File: config.mk
export PLATFORM = sky130hd
export DESIGN_NAME = adc_multislope_seq_flat
export DESIGN_NICKNAME = d
export VERILOG_FILES = /design/src/rtl/adc_multislope_seq_if.sv /design/src/rtl/adc_multislope_seq.sv /design/src/flat_wrapper.sv
export SDC_FILE = /design/constraint.sdc
export NUM_CORES = 1
export LEC_CHECK = 0
export CAP_MARGIN = 20
export CORE_AREA = 2 2 234 236
export CTS_CLUSTER_DIAMETER = 60
export DETAILED_ROUTE_END_ITERATION = 7
export DIE_AREA = 0 0 236 238
export PLACE_DENSITY_LB_ADDON = 0.12
export REMOVE_ABC_BUFFERS = 1
export SLEW_MARGIN = 40
export SYNTH_ARGS = -nofsm -noshare
export SYNTH_HDL_FRONTEND = slang
export SYNTH_SLANG_ARGS = --single-unit
File: constraint.sdc
create_clock -name clk -period 2.75 [get_ports clk]
set_input_delay 0.55 -clock clk [delete_from_list [all_inputs] [get_ports clk]]
set_output_delay 0.55 -clock clk [all_outputs]
set_load 0.02 [all_outputs]
File: src/rtl/adc_multislope_seq_if.sv
// Host-side bundle of the multi-slope ADC sequencer: control, handshake and result registers.
// Carries the timeout flag only when ADC_RUNDOWN_TIMEOUT_EN is defined.
interface adc_multislope_seq_if #(
    parameter int CNT_W = 32
);
    logic             start;
    logic             continuous;
    logic             ack;
    logic [CNT_W-1:0] count_pos;
    logic [CNT_W-1:0] count_neg;
    logic [CNT_W-1:0] count_rundown;
    logic             rundown_dir;
    logic             valid;
    logic             overrun;
    logic             irq;
    logic             busy;
`ifdef ADC_RUNDOWN_TIMEOUT_EN
    logic             timeout;

    modport master (
        output start, continuous, ack,
        input  count_pos, count_neg, count_rundown, rundown_dir,
        input  valid, overrun, irq, busy, timeout
    );
    modport slave (
        input  start, continuous, ack,
        output count_pos, count_neg, count_rundown, rundown_dir,
        output valid, overrun, irq, busy, timeout
    );
`else
    modport master (
        output start, continuous, ack,
        input  count_pos, count_neg, count_rundown, rundown_dir,
        input  valid, overrun, irq, busy
    );
    modport slave (
        input  start, continuous, ack,
        output count_pos, count_neg, count_rundown, rundown_dir,
        output valid, overrun, irq, busy
    );
`endif
endinterface

File: src/rtl/adc_multislope_seq.sv
// Multi-slope integrating ADC sequencer: short, N-phase runup, rundown to zero crossing.
// Optional rundown timeout enabled by defining ADC_RUNDOWN_TIMEOUT_EN.
module adc_multislope_seq #(
    parameter int         CNT_W       = 32,
    parameter int         PHASE_CLKS  = 10000,
    parameter int         N_PHASES    = 10000,
    parameter int         RESET_CLKS  = 1000,
    parameter logic [2:0] MUX_OFF     = 3'b000,
    parameter logic [2:0] MUX_POS     = 3'b001,
    parameter logic [2:0] MUX_NEG     = 3'b010,
    parameter logic [2:0] MUX_SHORT   = 3'b100,
    parameter int         RUNDOWN_MAX = 65535
) (
    input  logic                clk,
    input  logic                rst_n,
    input  logic                cmpr_in,
    output logic [2:0]          mux,
    output logic                cmpr_latch,
    adc_multislope_seq_if.slave bus
);
    localparam logic [CNT_W-1:0] PH_LAST = CNT_W'(PHASE_CLKS - 1);
    localparam logic [CNT_W-1:0] SH_LAST = CNT_W'(RESET_CLKS - 1);
    localparam logic [CNT_W-1:0] PN_LAST = CNT_W'(N_PHASES - 1);

    typedef enum logic [2:0] {
        S_IDLE,
        S_SHORT,
        S_RUNUP,
        S_RUNDOWN,
        S_DONE
    } state_t;

    state_t           state;
    logic             cmp_meta, cmp_s, cmp_hist;
    logic             cmp_cross, cross_ok, rd_tmo;
    logic [CNT_W-1:0] tmr, phase_cnt, pos_w, neg_w, rd_cnt;
    logic             dir_w;
    logic [CNT_W-1:0] cnt_pos, cnt_neg, cnt_rd;
    logic             dir_r, valid_r, overrun_r, irq_r;

    always_ff @(posedge clk or negedge rst_n) begin
        if (!rst_n) begin
            cmp_meta <= 1'b0;
            cmp_s    <= 1'b0;
            cmp_hist <= 1'b0;
        end else begin
            cmp_meta <= cmpr_in;
            cmp_s    <= cmp_meta;
            cmp_hist <= cmp_s;
        end
    end

    assign cmp_cross = cmp_s ^ cmp_hist;
    // The first rundown clock still sees edges left over from the last runup phase.
    assign cross_ok  = cmp_cross && (rd_cnt != '0);

`ifdef ADC_RUNDOWN_TIMEOUT_EN
    localparam logic [CNT_W-1:0] RD_LAST = CNT_W'(RUNDOWN_MAX - 1);
    logic timeout_r;
    assign rd_tmo      = !cross_ok && (rd_cnt == RD_LAST);
    assign bus.timeout = timeout_r;
`else
    assign rd_tmo = 1'b0;
`endif

    always_ff @(posedge clk or negedge rst_n) begin
        if (!rst_n) begin
            state      <= S_IDLE;
            mux        <= MUX_OFF;
            cmpr_latch <= 1'b1;
            tmr        <= '0;
            phase_cnt  <= '0;
            pos_w      <= '0;
            neg_w      <= '0;
            rd_cnt     <= '0;
            dir_w      <= 1'b0;
            cnt_pos    <= '0;
            cnt_neg    <= '0;
            cnt_rd     <= '0;
            dir_r      <= 1'b0;
            valid_r    <= 1'b0;
            overrun_r  <= 1'b0;
            irq_r      <= 1'b0;
`ifdef ADC_RUNDOWN_TIMEOUT_EN
            timeout_r  <= 1'b0;
`endif
        end else begin
            irq_r <= 1'b0;
            if (bus.ack) begin
                valid_r   <= 1'b0;
                overrun_r <= 1'b0;
`ifdef ADC_RUNDOWN_TIMEOUT_EN
                timeout_r <= 1'b0;
`endif
            end

            case (state)
                S_IDLE: begin
                    if (bus.start) begin
                        state <= S_SHORT;
                        mux   <= MUX_SHORT;
                        tmr   <= '0;
                    end
                end

                S_SHORT: begin
                    pos_w     <= '0;
                    neg_w     <= '0;
                    phase_cnt <= '0;
                    if (tmr == SH_LAST) begin
                        state      <= S_RUNUP;
                        mux        <= MUX_POS;
                        cmpr_latch <= 1'b0;
                        tmr        <= '0;
                    end else begin
                        tmr <= tmr + 1'b1;
                    end
                end

                // Decision at the phase's last clock; mux switches on the boundary edge.
                S_RUNUP: begin
                    if (tmr == PH_LAST) begin
                        tmr       <= '0;
                        phase_cnt <= phase_cnt + 1'b1;
                        dir_w     <= cmp_s;
                        if (cmp_s) begin
                            mux   <= MUX_NEG;
                            neg_w <= neg_w + 1'b1;
                        end else begin
                            mux   <= MUX_POS;
                            pos_w <= pos_w + 1'b1;
                        end
                        if (phase_cnt == PN_LAST) begin
                            state  <= S_RUNDOWN;
                            rd_cnt <= '0;
                        end
                    end else begin
                        tmr <= tmr + 1'b1;
                    end
                end

                S_RUNDOWN: begin
                    if (rd_cnt != '1)
                        rd_cnt <= rd_cnt + 1'b1;
                    if (cross_ok || rd_tmo) begin
                        state      <= S_DONE;
                        mux        <= MUX_OFF;
                        cmpr_latch <= 1'b1;
                        cnt_pos    <= pos_w;
                        cnt_neg    <= neg_w;
                        cnt_rd     <= rd_tmo ? '1 : rd_cnt;
                        dir_r      <= dir_w;
                        irq_r      <= 1'b1;
                        valid_r    <= 1'b1;
                        // A same-cycle ack consumes the old result, so nothing is lost.
                        overrun_r  <= !bus.ack && (overrun_r || valid_r);
`ifdef ADC_RUNDOWN_TIMEOUT_EN
                        if (rd_tmo)
                            timeout_r <= 1'b1;
`endif
                    end
                end

                S_DONE: begin
                    if (bus.continuous) begin
                        state <= S_SHORT;
                        mux   <= MUX_SHORT;
                        tmr   <= '0;
                    end else begin
                        state <= S_IDLE;
                    end
                end

                default: begin
                    state      <= S_IDLE;
                    mux        <= MUX_OFF;
                    cmpr_latch <= 1'b1;
                end
            endcase
        end
    end

    assign bus.count_pos     = cnt_pos;
    assign bus.count_neg     = cnt_neg;
    assign bus.count_rundown = cnt_rd;
    assign bus.rundown_dir   = dir_r;
    assign bus.valid         = valid_r;
    assign bus.overrun       = overrun_r;
    assign bus.irq           = irq_r;
    assign bus.busy          = (state != S_IDLE);
endmodule

File: src/flat_wrapper.sv
// flat-port wrapper written by rule: the top's interface ports become plain ports
module adc_multislope_seq_flat 
#(
    parameter int         CNT_W       = 32,
    parameter int         PHASE_CLKS  = 10000,
    parameter int         N_PHASES    = 10000,
    parameter int         RESET_CLKS  = 1000,
    parameter logic [2:0] MUX_OFF     = 3'b000,
    parameter logic [2:0] MUX_POS     = 3'b001,
    parameter logic [2:0] MUX_NEG     = 3'b010,
    parameter logic [2:0] MUX_SHORT   = 3'b100,
    parameter int         RUNDOWN_MAX = 65535
)
  (clk, rst_n, cmpr_in, mux, cmpr_latch, bus_start, bus_continuous, bus_ack, bus_count_pos, bus_count_neg, bus_count_rundown, bus_rundown_dir, bus_valid, bus_overrun, bus_irq, bus_busy);
  adc_multislope_seq_if #(.CNT_W(CNT_W)) bus_i ();
  input  logic clk;
  input  logic rst_n;
  input  logic cmpr_in;
  output logic [2:0] mux;
  output logic cmpr_latch;
  input wire logic [$bits(bus_i.start)-1:0] bus_start;
  input wire logic [$bits(bus_i.continuous)-1:0] bus_continuous;
  input wire logic [$bits(bus_i.ack)-1:0] bus_ack;
  output wire logic [$bits(bus_i.count_pos)-1:0] bus_count_pos;
  output wire logic [$bits(bus_i.count_neg)-1:0] bus_count_neg;
  output wire logic [$bits(bus_i.count_rundown)-1:0] bus_count_rundown;
  output wire logic [$bits(bus_i.rundown_dir)-1:0] bus_rundown_dir;
  output wire logic [$bits(bus_i.valid)-1:0] bus_valid;
  output wire logic [$bits(bus_i.overrun)-1:0] bus_overrun;
  output wire logic [$bits(bus_i.irq)-1:0] bus_irq;
  output wire logic [$bits(bus_i.busy)-1:0] bus_busy;
  assign bus_i.start = bus_start;
  assign bus_i.continuous = bus_continuous;
  assign bus_i.ack = bus_ack;
  assign bus_count_pos = bus_i.count_pos;
  assign bus_count_neg = bus_i.count_neg;
  assign bus_count_rundown = bus_i.count_rundown;
  assign bus_rundown_dir = bus_i.rundown_dir;
  assign bus_valid = bus_i.valid;
  assign bus_overrun = bus_i.overrun;
  assign bus_irq = bus_i.irq;
  assign bus_busy = bus_i.busy;
  adc_multislope_seq #(.CNT_W(CNT_W), .PHASE_CLKS(PHASE_CLKS), .N_PHASES(N_PHASES), .RESET_CLKS(RESET_CLKS), .MUX_OFF(MUX_OFF), .MUX_POS(MUX_POS), .MUX_NEG(MUX_NEG), .MUX_SHORT(MUX_SHORT), .RUNDOWN_MAX(RUNDOWN_MAX)) u_core (.clk(clk), .rst_n(rst_n), .cmpr_in(cmpr_in), .mux(mux), .cmpr_latch(cmpr_latch), .bus(bus_i));
endmodule
======== Word-level counts from Yosys, hierarchy flattened ========
Cells that the tools add are included.
Widths: inputs -> output; s select.
storage, ports and cells
  flip-flop bits (word level) ............. 271
  input port bits ......................... 6
  output and inout port bits .............. 105
cells by class
  $add $sub $neg .......................... 5
  eq/ne operators ......................... 17
  multiplexer cells ....................... 42
  bitwise operators ....................... 2
  reduce and logical (&&, ||, !) cells .... 21
operators with widths
  cell                   count
  $mux 32                12
  $pmux 32 s2            4
  $add 32x1->32 const B  5
  $pmux 32 s4            1
  $eq 32x14->1 const B   2
  $eq 32x10->1 const B   1
  $ne 32x32->1 const B   1
  $reduce_bool 32->1     1
  $mux 3                 10
  $pmux 3 s5             2
  $ne 2x1->1 const B     6
  $reduce_and 3->1       4
  $mux 1                 11
  $reduce_and 5->1       2
  $eq 3x2->1 const B     2
  $ne 2x2->1 const B     3
  $reduce_and 2->1       3
  $reduce_and 4->1       1
  $reduce_bool 2->1      2
  $reduce_bool 4->1      1
  $eq 3x1->1 const B     1
  $eq 3x3->1 const B     1
  $logic_not 3->1        1
  $pmux 1 s3             1
  8 further kinds        9

======== Depth between registers and ports, before layout ========
Gate-level depths: netlist of the first run.
  word-level depth ........................ 4
  gate-level depth with buffers ........... 11
  depth with buffers taken out ............ 9

======== Least setup slack after synthesis of the first run ========
OpenSTA, ideal clock, no wires.
  path type ............................... reg-to-reg
  from .................................... register u_core.tmr[0]
  to ...................................... register u_core.state[1]
  library setup time ...................... 0.125 ns
  arrival ................................. 2.291 ns
  data required time ...................... 2.625 ns
  setup slack ............................. 0.335 ns
  stages on the path, launching flop included .. 9
  buffers on the path ..................... 1
  clock period less this slack ............ 2.415 ns
  path through ............................ dfrtp_1 -> ha_1 -> nor4b_4 -> nand4_4 -> o31ai_4 -> buf_4 -> nand2_2 -> a311oi_1 -> mux2_2
between the ends
  word-level cells in the longest chain between the ends .. 3
  elaborated cells between the ends (all ways) .. 5
ends and longest elaborated chain
  what                                                 RTL line                                              RTL
  start, declared                                      adc_multislope_seq.sv:36                              logic [CNT_W-1:0] tmr, phase_cnt, pos_w, neg_w, rd_cnt;
  start signal, assigned                               adc_multislope_seq.sv:116                             tmr <= tmr + 1'b1;
  start signal, assigned                               adc_multislope_seq.sv:138                             tmr <= tmr + 1'b1;
  $eq 32x14->1 / $eq 32x10->1 (equally long branches)  adc_multislope_seq.sv:122, adc_multislope_seq.sv:110
  $ne 2x1->1 (no line)                                 --
  $reduce_and 5->1 (no line) (*)                       --
  end signal, assigned                                 adc_multislope_seq.sv:111                             state <= S_RUNUP;
  end signal, assigned                                 adc_multislope_seq.sv:134                             state <= S_RUNDOWN;
  end signal, assigned                                 adc_multislope_seq.sv:146                             state <= S_DONE;
  end, declared                                        adc_multislope_seq.sv:33                              state_t state;
Every way passes the cells marked *; elsewhere a longest branch is shown, timed or not.
A chain may end at the register's enable or synchronous reset.

======== Worst setup path in the final report of the first run ========
  from .................................... register u_core.state[0]
  to ...................................... output bus_busy
between the ends
  word-level cells in the longest chain between the ends .. 1
ends and longest elaborated chain
  what                    RTL line                   RTL
  start signal, assigned  adc_multislope_seq.sv:68   state <= S_IDLE;
  start signal, assigned  adc_multislope_seq.sv:100  state <= S_SHORT;
  start signal, assigned  adc_multislope_seq.sv:111
  $reduce_bool 3->1       adc_multislope_seq.sv:190  assign bus.busy = (state != S_IDLE);
  end, declared           flat_wrapper.sv:31         output wire logic [$bits(bus_i.busy)-1:0] bus_busy;
Every way passes these cells.

==> summary.md, run 1 <==
| Metric | Value |
|---|---|
| Register share of total power | 44.2% |
| GRT Residual Overflow | 0 |
| Top Ports | 111 |
| Latest clock arrival within the worst-skew pair | 0.55 ns |
| Post-layout minimum cycle time | 2.64 ns |
| Layout area overhead | 27.3% |
| Mux cell area share after synthesis | 0.804% |
| Asr flop ratio synth | 100% |
| CTS Root Cell | clkbuf_16 |
| Sequential area share after synthesis | 51.2% |
| Pre-Repair DR Iteration Count | 6 |
| Internal cell power | 7080 uW |
| Total Wirelength | 38,500 um |
| Via count | 10,978 |
| Placed wire-length estimate | 26,500 um |
| Most frequent cells in the layout | nand2_1, dfrtp_1, nor2_1 |
| Lkg Pwr | 0.00731 uW |
| Via-to-Cell Ratio | 4.76 |
| Worst setup SP type | register |
| Cell count after placement | 2,245 |
| Final number of setup-violating endpoints | 0 |
| Slowest CP cell | clkdlybuf4s50_1 |
| Post-route insts no fill | 2,307 |
| Synth Flop Type | dfrtp_1 |
| WP data required | 2.20 ns |
| CTS tree | yes |
| FF+latch count, synth | 271 |
| CP Capture Type | primary output |
| Core region area | 53,500 sq um |
| Buf/Inv on CP | 2 |
| ANT cells | 0 |
| Worst setup path class | reg -> out |
| Initial core utilization | 24.7% |
| Final hold slack | 0.367 ns |
| Post-placement cell area | 15,600 sq um |
| Critical path launch point | u_core.state[0] |
| Crit-path max cell delay | 0.65 ns |
| Peak Freq | 0.379 GHz |
| Most common cell after layout, fill and taps aside | nand2_1 |
| Die span in x | 236 um |
| Clock transition at the registers of the reported paths | 0.06 ns |
| CP Cell Sequence | nor2_1 > buf_4 > nand2_1 > clkdlybuf4s50_1 |
| First-pass GRT wire length | 63,300 um |
| First DRT Iteration DRCs | 665 |
| Synth unique cells | 70 |
| Run status | complete, no violations |
| Hold_sp | u_core.cmp_meta |
| Net Sw Frac | 21.7% |
| CP Max Fanout | 12 |
| Hold WC Path Type | reg -> reg |
| Drc violations | 0 |
| CP arrival | 2.09 ns |
| Maximum VDD drop | 0.323 mV |
| Worst r2r src | u_core.tmr[6] |
| Post-Route Skew | 0.0266 ns |
| Clk sinks | 271 |
| Clock Tree Buf Depth | 3 |
| CTS Buf Count | 38 |
| RSZ-0062 raised after global routing | no |
| Slew @ Worst Pin | 0.659 ns |
| Avg WL per Cell | 16.7 um |
| Synth Area in XOR/XNOR | 5.96% |
| Routability cong. | 0.769 |
| Antenna violations before repair | 0 |
| Vias in the first global route | 11,025 |
| Tot Pwr | 9040 uW |
| Die area | 56,200 sq um |
| Clock share of power | 54.6% |
| Compound-cell area share of the yosys netlist | 8.42% |
| Layout Nets | 1,602 |
| CP delay by family, top | buffers and inverters |
| Power Density | 536 nW/um^2 |
| ANT nets after route | 0 |
| Simple-gate share of the synthesized area | 29.9% |
| MaxCap Viol Count | 0 |
| Post-synth EDFFs | 0 |
| Cell count after synthesis | 1,442 |
| Slew Limit Fails | 0 |
| Fin util | 31.5% |
| Psw | 1960 uW |
| Port Buf Inserts | 110 |
| Row count | 85 |
| Final Hold Viols | 0 |
| Share of cells above drive strength 1 | 10.2% |
| Synth Warn # | 0 |
| Post-Syn Area | 13,200 sq um |
| Final period utilization | 96.0% |
| Post-synthesis area per instance | 9.18 sq um |
| Adder-cell share of the synthesized area | 0.567% |
| Largest net degree at the start of global routing | 78 |
| Largest family of logic cells by synthesized area | simple AND/OR/NAND/NOR gates |
| Total GRT Usage | 14.0% |
| Fin area | 16,800 sq um |
| Combinational share of power | 1.2% |
| Normalized max-slew margin | 55.8% |
| H-tree lvl count | 2 |
| Chip height | 238 um |
-- worst reg2reg max path: cells and delay by family (launching register included) --
| family | cells | cell delay, ns |
|---|---|---|
| flip-flops | 1 | 0.40 |
| buffers and inverters | 1 | 0.21 |
| AO/OA/AOI/OAI | 2 | 0.52 |
| AND/OR/NAND/NOR | 4 | 1.33 |
-- layout make-up --
class                      instances  area (sq um)
clock buffer                      49          1050
tap                              696           871
sequential                       271          6780
timing repair buffer             188          1810
clock inverter                    12           190
inverter                          18          68.8
fill                            5517         36600
multi-input combinational       1073          6070
-- power groups by stage --
stage / clock network (uW) / logic (uW) / registers (uW)
6_report: 4930 / 110 / 3990
5_1_grt: 5310 / 129 / 3990
2_1_floorplan: 0 / 1.80 / 4070
3_3_place_gp: 0 / 119 / 4060
3_5_place_dp: 0 / 118 / 4060
4_1_cts: 5120 / 119 / 3990
-- metrics by stage --
stage                     setup WS, ns  TNS [ns]
after floorplan                  -5.41   -612.19
after global placement           0.184         0
after detailed placement         0.128         0
after CTS                      0.00780         0
after global routing            0.0148         0
final                            0.109         0
-- flip-flops by register name, summed over array words and instances (netlist names) --
signal / cells
u_core.bus.count_pos: 32
u_core.cmp_meta: 1
u_core.bus.rundown_dir: 1
u_core.dir_w: 1
u_core.bus.overrun: 1
u_core.bus.irq: 1
u_core.cmpr_latch: 1
u_core.cmp_s: 1
u_core.tmr: 32
u_core.state: 3
u_core.bus.count_rundown: 32
u_core.pos_w: 32
u_core.cmp_hist: 1
u_core.rd_cnt: 32
u_core.bus.count_neg: 32
u_core.phase_cnt: 32
u_core.mux: 3
u_core.neg_w: 32
u_core.bus.valid: 1
-- logic make-up after synthesis --
group | Yosys count
buffers and inverters | 98
flip-flops | 271
AO/OA/AOI/OAI | 168
multiplexers | 10
XOR/XNOR | 90
adder cells (fa/ha/maj) | 6
AND/OR/NAND/NOR | 799
-- per-layer routing --
layer / global-route usage [%] / routed length, um
met5: 0 / 0
met2: 22.1 / 17500
met4: 4.44 / 840
met1: 19.4 / 18900
met3: 2.39 / 1340
-- final timing paths --
kind,endpoint,slack [ns],cells past startpoint
worst max-delay path,bus_busy,0.11,4
min in group asynchronous,u_core.tmr[26],0.54,2
max in group asynchronous,u_core.bus.count_neg[29],1.41,3
worst min register to register,u_core.cmp_s,0.37,0
worst max register to register,u_core.neg_w[10],0.23,7
worst min-delay path,u_core.cmp_s,0.37,0
-- cells in the mapped netlist, types with 5 or more instances --
library cell	number	area [sq um]
and4_1	17	149
xnor2_1	52	455
a22o_1	6	52.6
nand2b_1	5	31.3
nand2_1	349	1310
mux2i_1	5	50.1
nor2_1	117	439
clkbuf_1	41	154
nand4_1	60	375
o211ai_1	9	67.6
dfrtp_1	270	6760
a21oi_1	40	200
a31oi_1	7	43.8
or4_1	16	120
mux2_2	5	56.3
a21o_1	5	37.5
buf_2	26	130
ha_1	6	75.1
nor4b_1	8	70.1
o21ai_0	39	195
nand3_1	68	340
o31ai_1	26	195
nor4_1	41	257
buf_1	11	41.3
xor2_1	38	333
inv_1	17	63.8
and2_1	13	81.3
and3_1	36	225
nor3_1	27	135
or3_1	16	100
-- what timing repair did --
item,CTS,global route
endpoints found under the setup margin,0,5
resized for setup,0,1
hold endpoints to repair,45,0
buffers inserted,0,0
hold buffers,1,0
(Power assumes the default switching activity.)
==> inputs of run 2 (changes only) <==
--- a/config.mk
+++ b/config.mk
@@ -6,10 +6,10 @@
 export NUM_CORES = 1
 export LEC_CHECK = 0
 export CAP_MARGIN = 20
-export CORE_AREA = 2 2 234 236
+export CORE_AREA = 2 2 185 187
 export CTS_CLUSTER_DIAMETER = 60
 export DETAILED_ROUTE_END_ITERATION = 7
-export DIE_AREA = 0 0 236 238
+export DIE_AREA = 0 0 187 189
 export PLACE_DENSITY_LB_ADDON = 0.12
 export REMOVE_ABC_BUFFERS = 1
 export SLEW_MARGIN = 40
==> run 2 against run 1 <==
Non-clock buffer count decreased by 10. Critical endpoint is now u_core.rd_cnt[15]. Setup slack better by 0.019 ns. Core utilization is 18 points higher. Cell count fell by 11%. Largest cell class unchanged. Worst hold slack worse by 0.35 ns.
==> summary.md, run 2 (same netlist as run 1, synthesis figures left out) <==
| Metric | Value |
|---|---|
| Worst setup SP type | register |
| Largest net degree at the start of global routing | 70 (-10%) |
| Latest clock arrival within the worst-skew pair | 0.50 ns (-0.05 ns) |
| Most frequent cells in the layout | nand2_1, dfrtp_1, nor2_1 |
| Hold WC Path Type | in -> async |
| Die span in x | 187 um (-21%) |
| CP Capture Type | register |
| Tot Pwr | 8510 uW (-5.8%) |
| ANT nets after route | 0 (unchanged) |
| Fill cell count | 3,185 (-42%) |
| Row count | 67 (-21%) |
| Peak Freq | 0.381 GHz (+0.71%) |
| First DRT Iteration DRCs | 828 (+25%) |
| Fin area | 16,300 sq um (-3.0%) |
| ANT cells | 0 (unchanged) |
| CP Max Fanout | 40 (+28) |
| Share of cells above drive strength 1 | 9.69% (-0.55 points) |
| Chip height | 189 um (-21%) |
| Post-route insts no fill | 2,047 (-11%) |
| Cell count after placement | 1,988 (-11%) |
| Drc violations | 0 (unchanged) |
| Vias in the first global route | 10,815 (-1.9%) |
| Clock Tree Buf Depth | 3 (unchanged) |
| Lkg Pwr | 0.00723 uW (-1.2%) |
| Via count | 10,928 (-0.46%) |
| Setup Fix Bufs, Post-CTS | 0 (unchanged) |
| Initial core utilization | 39.8% (+15 points) |
| Worst setup path class | reg -> reg |
| Worst r2r src | u_core.phase_cnt[28] |
| Maximum VDD drop | 0.362 mV (+12%) |
| Total Wirelength | 34,100 um (-12%) |
| Die area | 35,300 sq um (-37%) |
| Final period utilization | 95.4% (-0.67 points) |
| Post-placement cell area | 15,200 sq um (-2.5%) |
| Layout area overhead | 23.5% |
| Placed wire-length estimate | 23,700 um (-11%) |
| Total GRT Usage | 19.7% (+5.7 points) |
| CTS Buf Count | 34 (-11%) |
| Power Density | 521 nW/um^2 (-2.9%) |
| Final Hold Viols | 0 (unchanged) |
| Setup TNS | 0 ns (unchanged) |
| Final number of setup-violating endpoints | 0 (unchanged) |
| H-tree lvl count | 2 (unchanged) |
| CTS Root Cell | clkbuf_16 |
| Critical path launch point | u_core.phase_cnt[28] |
| Antenna violations before repair | 0 (unchanged) |
| Hold buffer count at cts | 0 (-1) |
| Run status | complete, no violations |
| Clock transition at the registers of the reported paths | 0.06 ns (about the same) |
| Clk sinks | 271 (unchanged) |
| Routability cong. | 0.827 (+7.5%) |
| Avg WL per Cell | 16.6 um (-0.30%) |
| RSZ-0062 raised after global routing | no |
| Top Ports | 111 (unchanged) |
| CTS tree | yes |
| Post-layout minimum cycle time | 2.62 ns (-0.0185 ns) |
| WP data required | 3.17 ns (+0.97 ns) |
| Port Buf Inserts | 110 (unchanged) |
| MaxCap Viol Count | 0 (unchanged) |
| GRT Residual Overflow | 0 (unchanged) |
| Normalized max-slew margin | 51.3% (-4.5 points) |
| First-pass GRT wire length | 57,700 um (-8.8%) |
| Post-Route Skew | 0.0151 ns (-0.0115 ns) |
| Core region area | 33,300 sq um (-38%) |
| Slew Limit Fails | 0 (unchanged) |
| Via-to-Cell Ratio | 5.34 (+12%) |
| Fin util | 49.1% (+18 points) |
| Most common cell after layout, fill and taps aside | nand2_1 |
| CP arrival | 3.05 ns (+0.96 ns) |
| Pre-Repair DR Iteration Count | 5 (-1) |
| Layout Nets | 1,588 (-0.87%) |
| Slew @ Worst Pin | 0.726 ns (+0.0674 ns) |
[run 2: cell count changes in the layout (fill, tap and decap cells not counted), sizes merged]
cell and change:
dlygate4sd3 -1, inv +1, clkbuf +2, bufinv -4, clkinvlp -1, buf -9
[run 2: power by group]
| part | switching (uW) | leakage [uW] | internal (uW) |
|---|---|---|---|
| registers | 2.43 | 0.00375 | 3990 |
| clock network | 1700 | 0.000558 | 2710 |
| logic | 84.4 | 0.00292 | 19.6 |
| total | 1790 | 0.00723 | 6720 |
[run 2: per-layer routing]
metal / share of wire, % / track usage, % / wire (um)
met4: 1.9 / 4.98 / 637
met3: 4.1 / 3.04 / 1410
met2: 45 / 31.5 / 15400
met5: 0 / 0 / 0
met1: 49 / 28.1 / 16600
[run 2: area by class of cell]
cell class / count / area, sq um / area share [%]
Inverter: 18 / 67.6 / 0.413
Multi-Input combinational cell: 1073 / 6070 / 37.1
Timing Repair Buffer: 178 / 1730 / 10.6
Clock buffer: 51 / 1080 / 6.60
Clock inverter: 8 / 56.3 / 0.345
Sequential cell: 271 / 6780 / 41.5
Tap cell: 448 / 561 / 3.43
[run 2: path summary, 6_finish.rpt]
check / end / slack (ns) / cells after the start
worst max-delay path: u_core.rd_cnt[15] / 0.13 / 7
worst min-delay path: u_core.tmr[30] / 0.01 / 1
worst max register to register: u_core.rd_cnt[15] / 0.13 / 7
worst min register to register: u_core.cmp_s / 0.39 / 0
max in group asynchronous: u_core.bus.count_rundown[14] / 1.96 / 2
min in group clk: u_core.cmp_s / 0.39 / 0
[run 2: worst max-delay path, cell delays in order, from the launching register on]
cell     delay [ns]
dfrtp_1        0.43
nor4_1         0.39
nand4_1        0.20
nor4_2         0.46
o22ai_2        0.17
buf_12         0.20
or4_1          0.50
a21oi_1        0.15
[run 2: per-stage QoR]
step | setup slack, ns | hold slack [ns]
after floorplan | -5.41 | 0.254
after global placement | 0.208 | 0.367
after detailed placement | 0.155 | 0.366
after CTS | 0.0655 | 0.0364
after global routing | 0.00305 | 0.0547
final | 0.127 | 0.0141
[run 2: timing repair]
| item | CTS | global route |
|---|---|---|
| hold endpoints to repair | 0 | 0 |
| endpoints found under the setup margin | 0 | 2 |
| resized for setup | 0 | 2 |
==> inputs of run 3 (changes only) <==
--- a/config.mk
+++ b/config.mk
@@ -6,12 +6,13 @@
 export NUM_CORES = 1
 export LEC_CHECK = 0
 export CAP_MARGIN = 20
-export CORE_AREA = 2 2 185 187
+export CORE_AREA = 2 2 221 158
 export CTS_CLUSTER_DIAMETER = 60
 export DETAILED_ROUTE_END_ITERATION = 7
-export DIE_AREA = 0 0 187 189
+export DIE_AREA = 0 0 223 160
 export PLACE_DENSITY_LB_ADDON = 0.12
 export REMOVE_ABC_BUFFERS = 1
+export SKIP_LAST_GASP = 1
 export SLEW_MARGIN = 40
 export SYNTH_ARGS = -nofsm -noshare
 export SYNTH_HDL_FRONTEND = slang
==> run 3 against run 2 <==
First-iteration DRC count increased by 1.6%. Cell count is 0.73% lower. Count of clock-buffer cells in the layout shrank 11. Clock skew grew 0.011 ns. Critical path type unchanged. Critical endpoint is now u_core.neg_w[10].
==> summary.md, run 3 (same netlist as run 1, synthesis figures left out) <==
| Metric | Value |
|---|---|
| Register share of total power | 47.4% (+0.5 points) |
| CP Max Fanout | 8 (-80%) |
| FF-to-FF setup slack | 0.14 ns (about the same) |
| Clock Tree Buf Depth | 3 (unchanged) |
| Psw | 1810 uW (+1.4%) |
| Routability cong. | 0.846 (+2.4%) |
| Port Buf Inserts | 110 (unchanged) |
| Register area | 6780 sq um (unchanged) |
| Final period utilization | 95.0% (-0.38 points) |
| Antenna violations before repair | 0 (unchanged) |
| Normalized max-slew margin | 55.5% (+4.2 points) |
| Layout area overhead | 22.6% |
| Largest net degree at the start of global routing | 85 (+21%) |
| First-pass GRT wire length | 57,000 um (-1.2%) |
| Net Sw Frac | 21.5% (+0.52 points) |
| MaxCap Viol Count | 0 (unchanged) |
| GRT Residual Overflow | 0 (unchanged) |
| CP Capture Type | register |
| Worst setup SP type | register |
| CP Cell Sequence | ha_1 > nor4b_4 > nand4_4 > o31ai_4 > buf_12 > nand4_1 > or4_1 > a21oi_1 |
| Chip height | 160 um (-15%) |
| Final number of setup-violating endpoints | 0 (unchanged) |
| Via-to-Cell Ratio | 5.32 (-0.37%) |
| Setup TNS | 0 ns (unchanged) |
| Power Density | 519 nW/um^2 (-0.37%) |
| Top Ports | 111 (unchanged) |
| Fill cell count | 3,228 (+1.4%) |
| Placement Setup Slack | 0.0805 ns (-0.0745 ns) |
| Slew Limit Fails | 0 (unchanged) |
| Core region area | 33,900 sq um (+1.8%) |
| Clk sinks | 271 (unchanged) |
| Slew @ Worst Pin | 0.667 ns (-0.0587 ns) |
| Clock share of power | 51.4% (-0.4 points) |
| Initial core utilization | 39.1% (-0.70 points) |
| Lkg Pwr | 0.00715 uW (-1.0%) |
| RSZ-0062 raised after global routing | no |
| Row count | 57 (-15%) |
| Die span in x | 223 um (+19%) |
| Worst setup path class | reg -> reg |
| Pre-Repair DR Iteration Count | 5 (unchanged) |
| Crit-path max cell delay | 0.48 ns (-0.02 ns) |
| Post-layout minimum cycle time | 2.61 ns (-0.0105 ns) |
| Hold WC Path Type | reg -> reg |
| Internal cell power | 6610 uW (-1.8%) |
| WP data required | 3.26 ns (+0.09 ns) |
| Die area | 35,700 sq um (+0.95%) |
| Maximum VDD drop | 0.372 mV (+2.9%) |
| Hold Crit Depth | 0 |
| Vias in the first global route | 10,493 (-3.0%) |
| Buf/Inv on CP | 1 (unchanged) |
| Total Wirelength | 34,100 um (+0.20%) |
| First DRT Iteration DRCs | 841 (+1.6%) |
| Combinational share of power | 1.2% (about the same) |
| Final worst slack | 0.138 ns (+0.0105 ns) |
| Final Hold Viols | 0 (unchanged) |
| CTS tree | yes |
| CTS Root Cell | clkbuf_16 |
| Slowest CP cell | or4_1 |
| Peak Freq | 0.383 GHz (+0.40%) |
| Drc violations | 0 (unchanged) |
| H-tree lvl count | 1 (-1) |
| Clock transition at the registers of the reported paths | 0.07 ns (about the same) |
| ANT nets after route | 0 (unchanged) |
| Crit path depth | 8 (+1) |
| Most common cell after layout, fill and taps aside | nand2_1 |
| Via count | 10,808 (-1.1%) |
| CP delay by family, top | simple AND/OR/NAND/NOR gates |
| Total GRT Usage | 19.4% (-0.30 points) |
| Most frequent cells in the layout | nand2_1, dfrtp_1, nor2_1 |
| Run status | complete, no violations |
| CP arrival | 3.12 ns (+0.07 ns) |
| Share of cells above drive strength 1 | 9.06% (-0.64 points) |
| Layout Nets | 1,578 (-0.63%) |
| CTS Buf Count | 30 (-12%) |
| ANT cells | 0 (unchanged) |
| Latest clock arrival within the worst-skew pair | 0.58 ns (+0.08 ns) |
| Multi-input gate area | 6070 sq um (about the same) |
| Worst r2r path cells | 8 (+1) |
| Post-Route Skew | 0.0260 ns (+0.0109 ns) |
| Placed wire-length estimate | 23,400 um (-1.0%) |
| Avg WL per Cell | 16.8 um (+0.94%) |
-- run 3: cell types whose count changed in the layout (fill, tap and decap cells not counted), moves of 2 or more --
cell       delta
clkbuf_8      -6
clkinv_2      +3
buf_4         -7
bufinv_16     +5
clkbuf_1      +2
clkbuf_16     -7
-- run 3: repair_timing --
action,in CTS,in global routing
gates resized for setup,1,2
setup endpoints to repair,1,22
hold buffers,1,0
hold endpoints to repair,53,0
cloned,0,0
buffers inserted,0,0
-- run 3: final cells by class --
type / count / share of cell area, %
multi-input combinational: 1073 / 37.4
tap: 442 / 3.41
sequential: 271 / 41.8
inverter: 18 / 0.416
timing repair buffer: 172 / 10.4
clock inverter: 16 / 1.43
clock buffer: 40 / 5.11
-- run 3: power groups by stage --
stage	registers [uW]	logic, uW	clock network (uW)
after CTS	3990	112	4430
after floorplan	4070	1.80	0
after detailed placement	4060	110	0
after global routing	3990	123	4610
final	3990	103	4320
after global placement	4060	110	0
-- run 3: routing by layer --
metal / track usage, % / wire length [um] / vias up
li1: - / - / 5317
met1: 30.2 / 17500 / 5258
met2: 28.5 / 14700 / 197
met3: 3.29 / 1520 / 36
met4: 3.39 / 479 / 0
met5: 0 / 0 / -
-- run 3: stage by stage --
stage / instance area, sq um / utilization (%) / power, uW / cells / hold slack (ns)
final: 16200 / 47.9 / 8420 / 2032 / 0.414
after global routing: 16200 / 47.9 / 8720 / 2032 / 0.408
after CTS: 16200 / 47.9 / 8530 / 2032 / 0.406
after detailed placement: 15100 / 44.7 / 4170 / 1975 / 0.414
after global placement: 15100 / 44.7 / 4170 / 1975 / 0.416
after floorplan: 12900 / - / 4070 / 1362 / 0.254
-- run 3: final timing paths --
kind / from / to
setup / recovery: u_core.tmr[0] / u_core.neg_w[10]
hold reg to reg: u_core.cmp_meta / u_core.cmp_s
hold / removal: u_core.cmp_meta / u_core.cmp_s
min in group asynchronous: rst_n / u_core.tmr[13]
setup reg to reg: u_core.tmr[0] / u_core.neg_w[10]
max in group asynchronous: rst_n / u_core.neg_w[30]
